$ cat src/rtl/jzjpcc_memory_arbiter.sv
// Single-port memory arbiter shared by the memory stage (read/write) and the
// instruction fetch (read-only). Data normally wins contention; fetch is
// guaranteed one contended cycle after STARVE_LIMIT consecutive denials.
// Read data returns one cycle after the enabled read and is steered back to
// whichever requester owned that read.
module jzjpcc_memory_arbiter #(
  parameter int STARVE_LIMIT = 4
) (
  input  logic        clock,
  input  logic        reset,
  input  logic        dataReq,
  input  logic        dataWriteEnable,
  input  logic [31:0] dataAddress,
  input  logic [31:0] dataWriteData,
  input  logic [3:0]  dataByteMask,
  output logic        dataStall,
  output logic        dataReadValid,
  output logic [31:0] dataReadData,
  input  logic        fetchReq,
  input  logic [31:0] fetchAddress,
  output logic        fetchStall,
  output logic        fetchReadValid,
  output logic [31:0] fetchReadData,
  output logic        memEnable,
  output logic        memWriteEnable,
  output logic [31:0] memAddress,
  output logic [31:0] memDataToWrite,
  output logic [3:0]  memByteMask,
  input  logic [31:0] memDataRead,
  output logic [15:0] dataGrantCount,
  output logic [15:0] fetchStallCount
);

  localparam logic [3:0] LIMIT = 4'(STARVE_LIMIT);

  logic [3:0] starve_count;
  logic       fetch_wins;
  logic       data_grant;
  logic       fetch_grant;
  logic       data_valid_q;
  logic       fetch_valid_q;

  // Grant decision: fetch takes the port when alone or when it has been
  // starved long enough; nothing is granted while reset is held.
  always_comb begin
    fetch_wins  = fetchReq & (~dataReq | (starve_count == LIMIT));
    data_grant  = ~reset & dataReq & ~fetch_wins;
    fetch_grant = ~reset & fetch_wins;
    dataStall   = ~reset & dataReq & ~data_grant;
    fetchStall  = ~reset & fetchReq & ~fetch_grant;
  end

  // Backend drive follows the winner; an idle port presents all zeros.
  always_comb begin
    memEnable      = 1'b0;
    memWriteEnable = 1'b0;
    memAddress     = 32'h0;
    memDataToWrite = 32'h0;
    memByteMask    = 4'h0;
    if (data_grant) begin
      memEnable      = 1'b1;
      memWriteEnable = dataWriteEnable;
      memAddress     = dataAddress;
      memDataToWrite = dataWriteData;
      memByteMask    = dataByteMask;
    end else if (fetch_grant) begin
      memEnable      = 1'b1;
      memAddress     = fetchAddress;
      memByteMask    = 4'hF;
    end
  end

  // Read returns are masked during reset so a read granted just before reset
  // never reports valid.
  always_comb begin
    dataReadValid  = data_valid_q & ~reset;
    fetchReadValid = fetch_valid_q & ~reset;
    dataReadData   = dataReadValid ? memDataRead : 32'h0;
    fetchReadData  = fetchReadValid ? memDataRead : 32'h0;
  end

  // Starvation counter: counts consecutive denied fetch cycles, saturating.
  always_ff @(posedge clock) begin
    if (reset) begin
      starve_count <= 4'd0;
    end else if (!fetchReq || fetch_grant) begin
      starve_count <= 4'd0;
    end else if (starve_count != LIMIT) begin
      starve_count <= starve_count + 4'd1;
    end
  end

  // Remember which requester owns the read completing next cycle.
  always_ff @(posedge clock) begin
    if (reset) begin
      data_valid_q  <= 1'b0;
      fetch_valid_q <= 1'b0;
    end else begin
      data_valid_q  <= data_grant & ~dataWriteEnable;
      fetch_valid_q <= fetch_grant;
    end
  end

  // Saturating performance counters for data grants and fetch stall cycles.
  always_ff @(posedge clock) begin
    if (reset) begin
      dataGrantCount  <= 16'h0;
      fetchStallCount <= 16'h0;
    end else begin
      if (data_grant && dataGrantCount != 16'hFFFF) begin
        dataGrantCount <= dataGrantCount + 16'd1;
      end
      if (fetchStall && fetchStallCount != 16'hFFFF) begin
        fetchStallCount <= fetchStallCount + 16'd1;
      end
    end
  end

endmodule

$ cat config.mk
export PLATFORM = sky130hd
export DESIGN_NAME = jzjpcc_memory_arbiter
export DESIGN_NICKNAME = d
export VERILOG_FILES = /design/src/rtl/jzjpcc_memory_arbiter.sv
export SDC_FILE = /design/constraint.sdc
export NUM_CORES = 1
export LEC_CHECK = 0
export ABC_AREA = 1
export BUFFER_PORTS_ARGS = -buffer_cell sky130_fd_sc_hd__buf_4
export CAP_MARGIN = 40
export CELL_PAD_IN_SITES_DETAIL_PLACEMENT = 1
export CELL_PAD_IN_SITES_GLOBAL_PLACEMENT = 1
export CORE_MARGIN = 3
export CORE_UTILIZATION = 24
export DETAILED_ROUTE_END_ITERATION = 16
export GPL_TIMING_DRIVEN = 0
export PLACE_DENSITY_LB_ADDON = 0.3
export SYNTH_ARGS = -nofsm -noshare
export SYNTH_HDL_FRONTEND = slang
export SYNTH_SLANG_ARGS = --single-unit
$ cat constraint.sdc
create_clock -name clock -period 2.78 [get_ports clock]
set_clock_uncertainty 0.15 [all_clocks]
set_input_delay 0.139 -clock clock [delete_from_list [all_inputs] [get_ports clock]]
set_output_delay 0.139 -clock clock [all_outputs]
set_load 0.01 [all_outputs]
* Word-level counts from Yosys, hierarchy flattened
Cells that the tools add are included.
W data, S select, Z words.
** Word-level totals
- Input port bits :: 137
- Output and inout bits :: 170
- Logic and storage cells :: 44
- Register bits after elaboration :: 38
** Cells by class
- Bitwise logic cells :: 17
- Equality and inequality tests :: 4
- Reduce and logical (&&, ||, !) cells :: 5
- Add/sub/neg operators :: 3
- Mux-type cells :: 10
** Operators by type and width (count)
- $mux W32 :: 5
- $add A16 B1 Y16 const B :: 2
- $ne A16 B16 Y1 const B :: 2
- $and A1 B1 Y1 :: 10
- $mux W4 :: 2
- $not A1 Y1 :: 6
- $add A4 B1 Y4 const B :: 1
- $eq A4 B3 Y1 const B :: 1
- $ne A4 B3 Y1 const B :: 1
- $mux W1 :: 3
- $logic_and A1 B1 Y1 :: 2
- $reduce_or A2 Y1 :: 1
- $logic_not A1 Y1 :: 1
- $logic_or A1 B1 Y1 :: 1
- $or A1 B1 Y1 :: 1

* Longest topological paths before layout
- Word-level depth :: 7
- Gate-level depth with buffers :: 11
- Depth with buffers taken out :: 10

* Worst setup path before layout
OpenSTA, ideal clock, no wires.
- Path kind :: reg-to-reg
- From :: reg dataGrantCount[0]
- To :: reg dataGrantCount[8]
- Setup slack :: 1.076 ns
- Stages on the path, launching flop included :: 12
- Buffers on the path :: 1
- Library setup time :: 0.131 ns
- Clock period less this slack :: 1.704 ns
- Arrival time :: 1.423 ns
- Required time :: 2.499 ns
- Cells stage by stage :: dfxtp_1 > ha_1 > inv_1 > nor2_2 > nand2_2 > nor2_2 > nor2_2 > buf_6 > nand2_1 > nand2_1 > nand2_1 > nor2_1
** On the way
- Cells in the longest elaborated chain, start to end :: 2
- Elaborated cells between the ends (all ways) :: 3
- Classes of those cells :: add/sub: 1; eq/ne: 1; reduce/logical: 1
** Ends and longest elaborated chain
- start: declaration :: line 30 : output logic [15:0] dataGrantCount,
- start signal: assignment :: line 111 : dataGrantCount <= dataGrantCount + 16'd1;
- branches (longest 2 deep; another with $add A16 B1 Y16)
Parallel ways; which one is timed is not known.
A chain may end at the register's enable or synchronous reset.

* Final worst setup path
- From :: reg starve_count[0]
- To :: out memAddress[20]
** On the way
- Cells in the longest elaborated chain, start to end :: 6
- Elaborated cells between the ends (all ways) :: 8
- Classes of those cells :: eq/ne: 1; mux: 2; bitwise: 5
** Ends and longest elaborated chain
- start: declaration :: line 36 : logic [3:0] starve_count;
- start signal: assignment :: line 89 : starve_count <= starve_count + 4'd1;
- $eq A4 B3 Y1 (*) :: line 46 : fetch_wins = fetchReq & (~dataReq | (starve_count == LIMIT));
- $or A1 B1 Y1 (*) :: line 46
- $and A1 B1 Y1 (*) :: line 46
- $and A1 B1 Y1 / $not A1 Y1 (equally long branches) :: line 48, 47
- $mux W32 / $and A1 B1 Y1 (equally long branches) :: line 66, 47
- $mux W32 (*) :: line 60 : if (data_grant) begin
- end: declaration :: line 26 : output logic [31:0] memAddress,
Mark *: on every way between the ends. The rest lies on a longest branch, timed or not.

==> metrics.md <==
| Metric | Value |
|---|---|
| Largest net degree at the start of global routing | `14` |
| Vias | `4654` |
| Final Power | `1799 uW` |
| CP Class | `flop to primary output` |
| Pwr dens | `302.4 nW/um^2` |
| Total global routing overflow | `0` |
| Hold Slack | `0.09524 ns` |
| Routability cong. | `0.8395` |
| Starting Density | `25.09%` |
| RSZ-0062 raised after global routing | `no` |
| Mean Syn Cell Area | `5.895 um^2` |
| Busiest grt layer | `met2` |
| Tightest Pin Transition | `0.6142 ns` |
| Die width | `122.0 um` |
| Max-slew headroom | `59.05%` |
| Final Hold Fails | `0` |
| RR Startpoint | `dataGrantCount[0]$_SDFFE_PP0P_` |
| Detail Placement HPWL | `14610 um` |
| Final Cell Area | `5949 um^2` |
| Worst EP arrival | `2.10 ns` |
| Post-synthesis cell area | `3231 um^2` |
| Area delta synth->final | `84.16%` |
| Clock tree buffer depth | `2` |
| CP max FO | `10` |
| Tightest Hold Check Type | `primary input to flop` |
| I/O pins | `307` |
| Syn_nets | `689` |
| Gate Count Post-Synth | `548` |
| N_diodes | `0` |
| CP Capture Type | `primary output` |
| IO buf count | `305` |
| H-tree depth | `2` |
| Vias per cell | `4.497` |
| Site Rows | `41` |
| Die Y | `122.0 um` |
| Final setup TNS | `0 ns` |
| Fin crit share | `86.08%` |
| Pleak | `0.003280 uW` |
| Reg clk slew, reported paths | `0.06 ns` |
| Cts bufs inserted | `5` |
| Initial antenna violation count | `0` |
| Clock latency on the worst-skew pair | `0.29 ns` |
| Drt total wl | `17030 um` |
| CTS tree | `yes` |
| Startpoint Class | `flop` |
| Vias in the first global route | `4864` |
| Peak supply drop | `219.9 uV` |
| M2 GR Usage | `37.60%` |
| GRT Util Overall | `21.20%` |
| Met3 GRT Util | `7.010%` |
| DRC viols | `0` |
| Dpl cell area | `5736 um^2` |
| CTS Root Buffer Type | `clkbuf_16` |
| First-pass DRT Iterations | `4` |
| Core Region | `12880 um^2` |
| #FFs+latches synth | `38` |
| Synth cell types | `29` |
| Worst EP required | `2.49 ns` |
| Drt initial violations | `142` |
| Max-slew violation count | `0` |
| Drt wl/cell | `16.45 um` |
| Synth warn | `0` |
| Final setup viols | `0` |
| Max-cap check violation count | `0` |
| HP Start | `dataReq` |
| Setup crit start | `starve_count[0]$_SDFFE_PP0N_` |
| Fin util | `46.21%` |
| M1 GR Usage | `24.51%` |
| Die ar. | `14890 um^2` |
| Status | `finished clean` |
| Ratio of cells with drive above 1 in the final layout | `42.53%` |
| Tmin final | `2.393 ns` |
| Post-route ant nets | `0` |
| Max Fclk | `417.9 MHz` |
| Post_cts resized | `0` |
| First-pass GRT wire length | `25030 um` |
| Seq/Total Area, Yosys | `23.55%` |
| Final net count | `1003` |
| Clk sinks | `38` |
## cell usage in the layout (no fill, tap or decap), types with 6 or more instances in the layout
| cell | instances |
|---|---|
| buf_2 | 10 |
| nand3_1 | 21 |
| nor2_2 | 6 |
| nand4_1 | 9 |
| nand2_1 | 109 |
| inv_1 | 94 |
| a21oi_1 | 13 |
| nand2_2 | 10 |
| a22o_1 | 32 |
| a21oi_2 | 8 |
| buf_4 | 308 |
| dfxtp_1 | 38 |
| nor2_1 | 147 |
| xor2_1 | 7 |
## registers in the layout, summed over array words and instances, names as in the netlist
signal / flops
data_valid_q: 1
dataGrantCount: 16
fetch_valid_q: 1
starve_count: 4
fetchStallCount: 16
## cell usage after synthesis (all sizes together)
library cell	count	area (um^2)
a31oi	1	6.260
clkinv	1	5.000
nand3b	2	15.01
dfxtp	38	760.7
clkbuf	5	18.77
xor2	7	61.31
a21oi	21	135.1
o21ai	8	51.30
nand3	22	122.6
inv	99	371.6
ha	4	50.05
buf	18	128.9
xnor2	5	43.79
nand4	9	56.30
nor2	156	640.6
a22o	32	280.3
nand2	120	483.0
## logic make-up after synthesis
family	after synthesis	synth area share (%)
compound gates	62	14.64
buf+inv	123	16.23
flops	38	23.55
fa+ha+maj	4	1.549
simple gates	309	40.78
xor+xnor	12	3.253
## layout make-up
type	count	area [um^2]
fillers	1733	6927
multi-input cells	387	1946
flip-flops and latches	38	760.7
clock buffers	5	125.1
repair buffers	307	2310
well taps	172	215.2
inverters	100	376.6
clock inverters	3	68.82
plain buffers	23	147.6
## what timing repair did
action,CTS,global route
hold endpoints to repair,5,0
setup buffers,0,0
hold buffers,2,0
## critical path: stages, from the launching register on
cell	delay [ns]
dfxtp_1	0.38
inv_1	0.07
ha_1	0.24
nand3_1	0.18
nand2_1	0.09
nand2_2	0.16
inv_2	0.12
buf_4	0.20
a22o_1	0.22
buf_4	0.15
## per-stage QoR
step,setup WS (ns),cells
detailed placement,0.6845,1025
finish,0.3869,1035
global placement,0.7551,1025
floorplan,1.076,548
global route,0.2413,1035
CTS,0.3760,1035
## path summary, 6_finish.rpt
path	end	slack (ns)	cells past startpoint
worst max register to register	dataGrantCount[11]$_SDFFE_PP0P_	0.86	11
worst max-delay path	memAddress[20]	0.39	9
worst min register to register	starve_count[0]$_SDFFE_PP0N_	0.33	1
worst min-delay path	starve_count[1]$_SDFFE_PP0N_	0.1	3
## power by group
| part | switching [uW] | internal (uW) | total (uW) |
|---|---|---|---|
| combinational | 222 | 266 | 488 |
| sequential | 6.78 | 550 | 557 |
| clock | 238 | 516 | 754 |
## routing by layer
layer  part of all wire [%]  vias to the layer above
met5                      0                        -
met4                    1.7                        0
met3                    9.7                       20
met2                     50                      199
met1                     39                     2134
li1                       -                     2301
(Power assumes the default switching activity.)
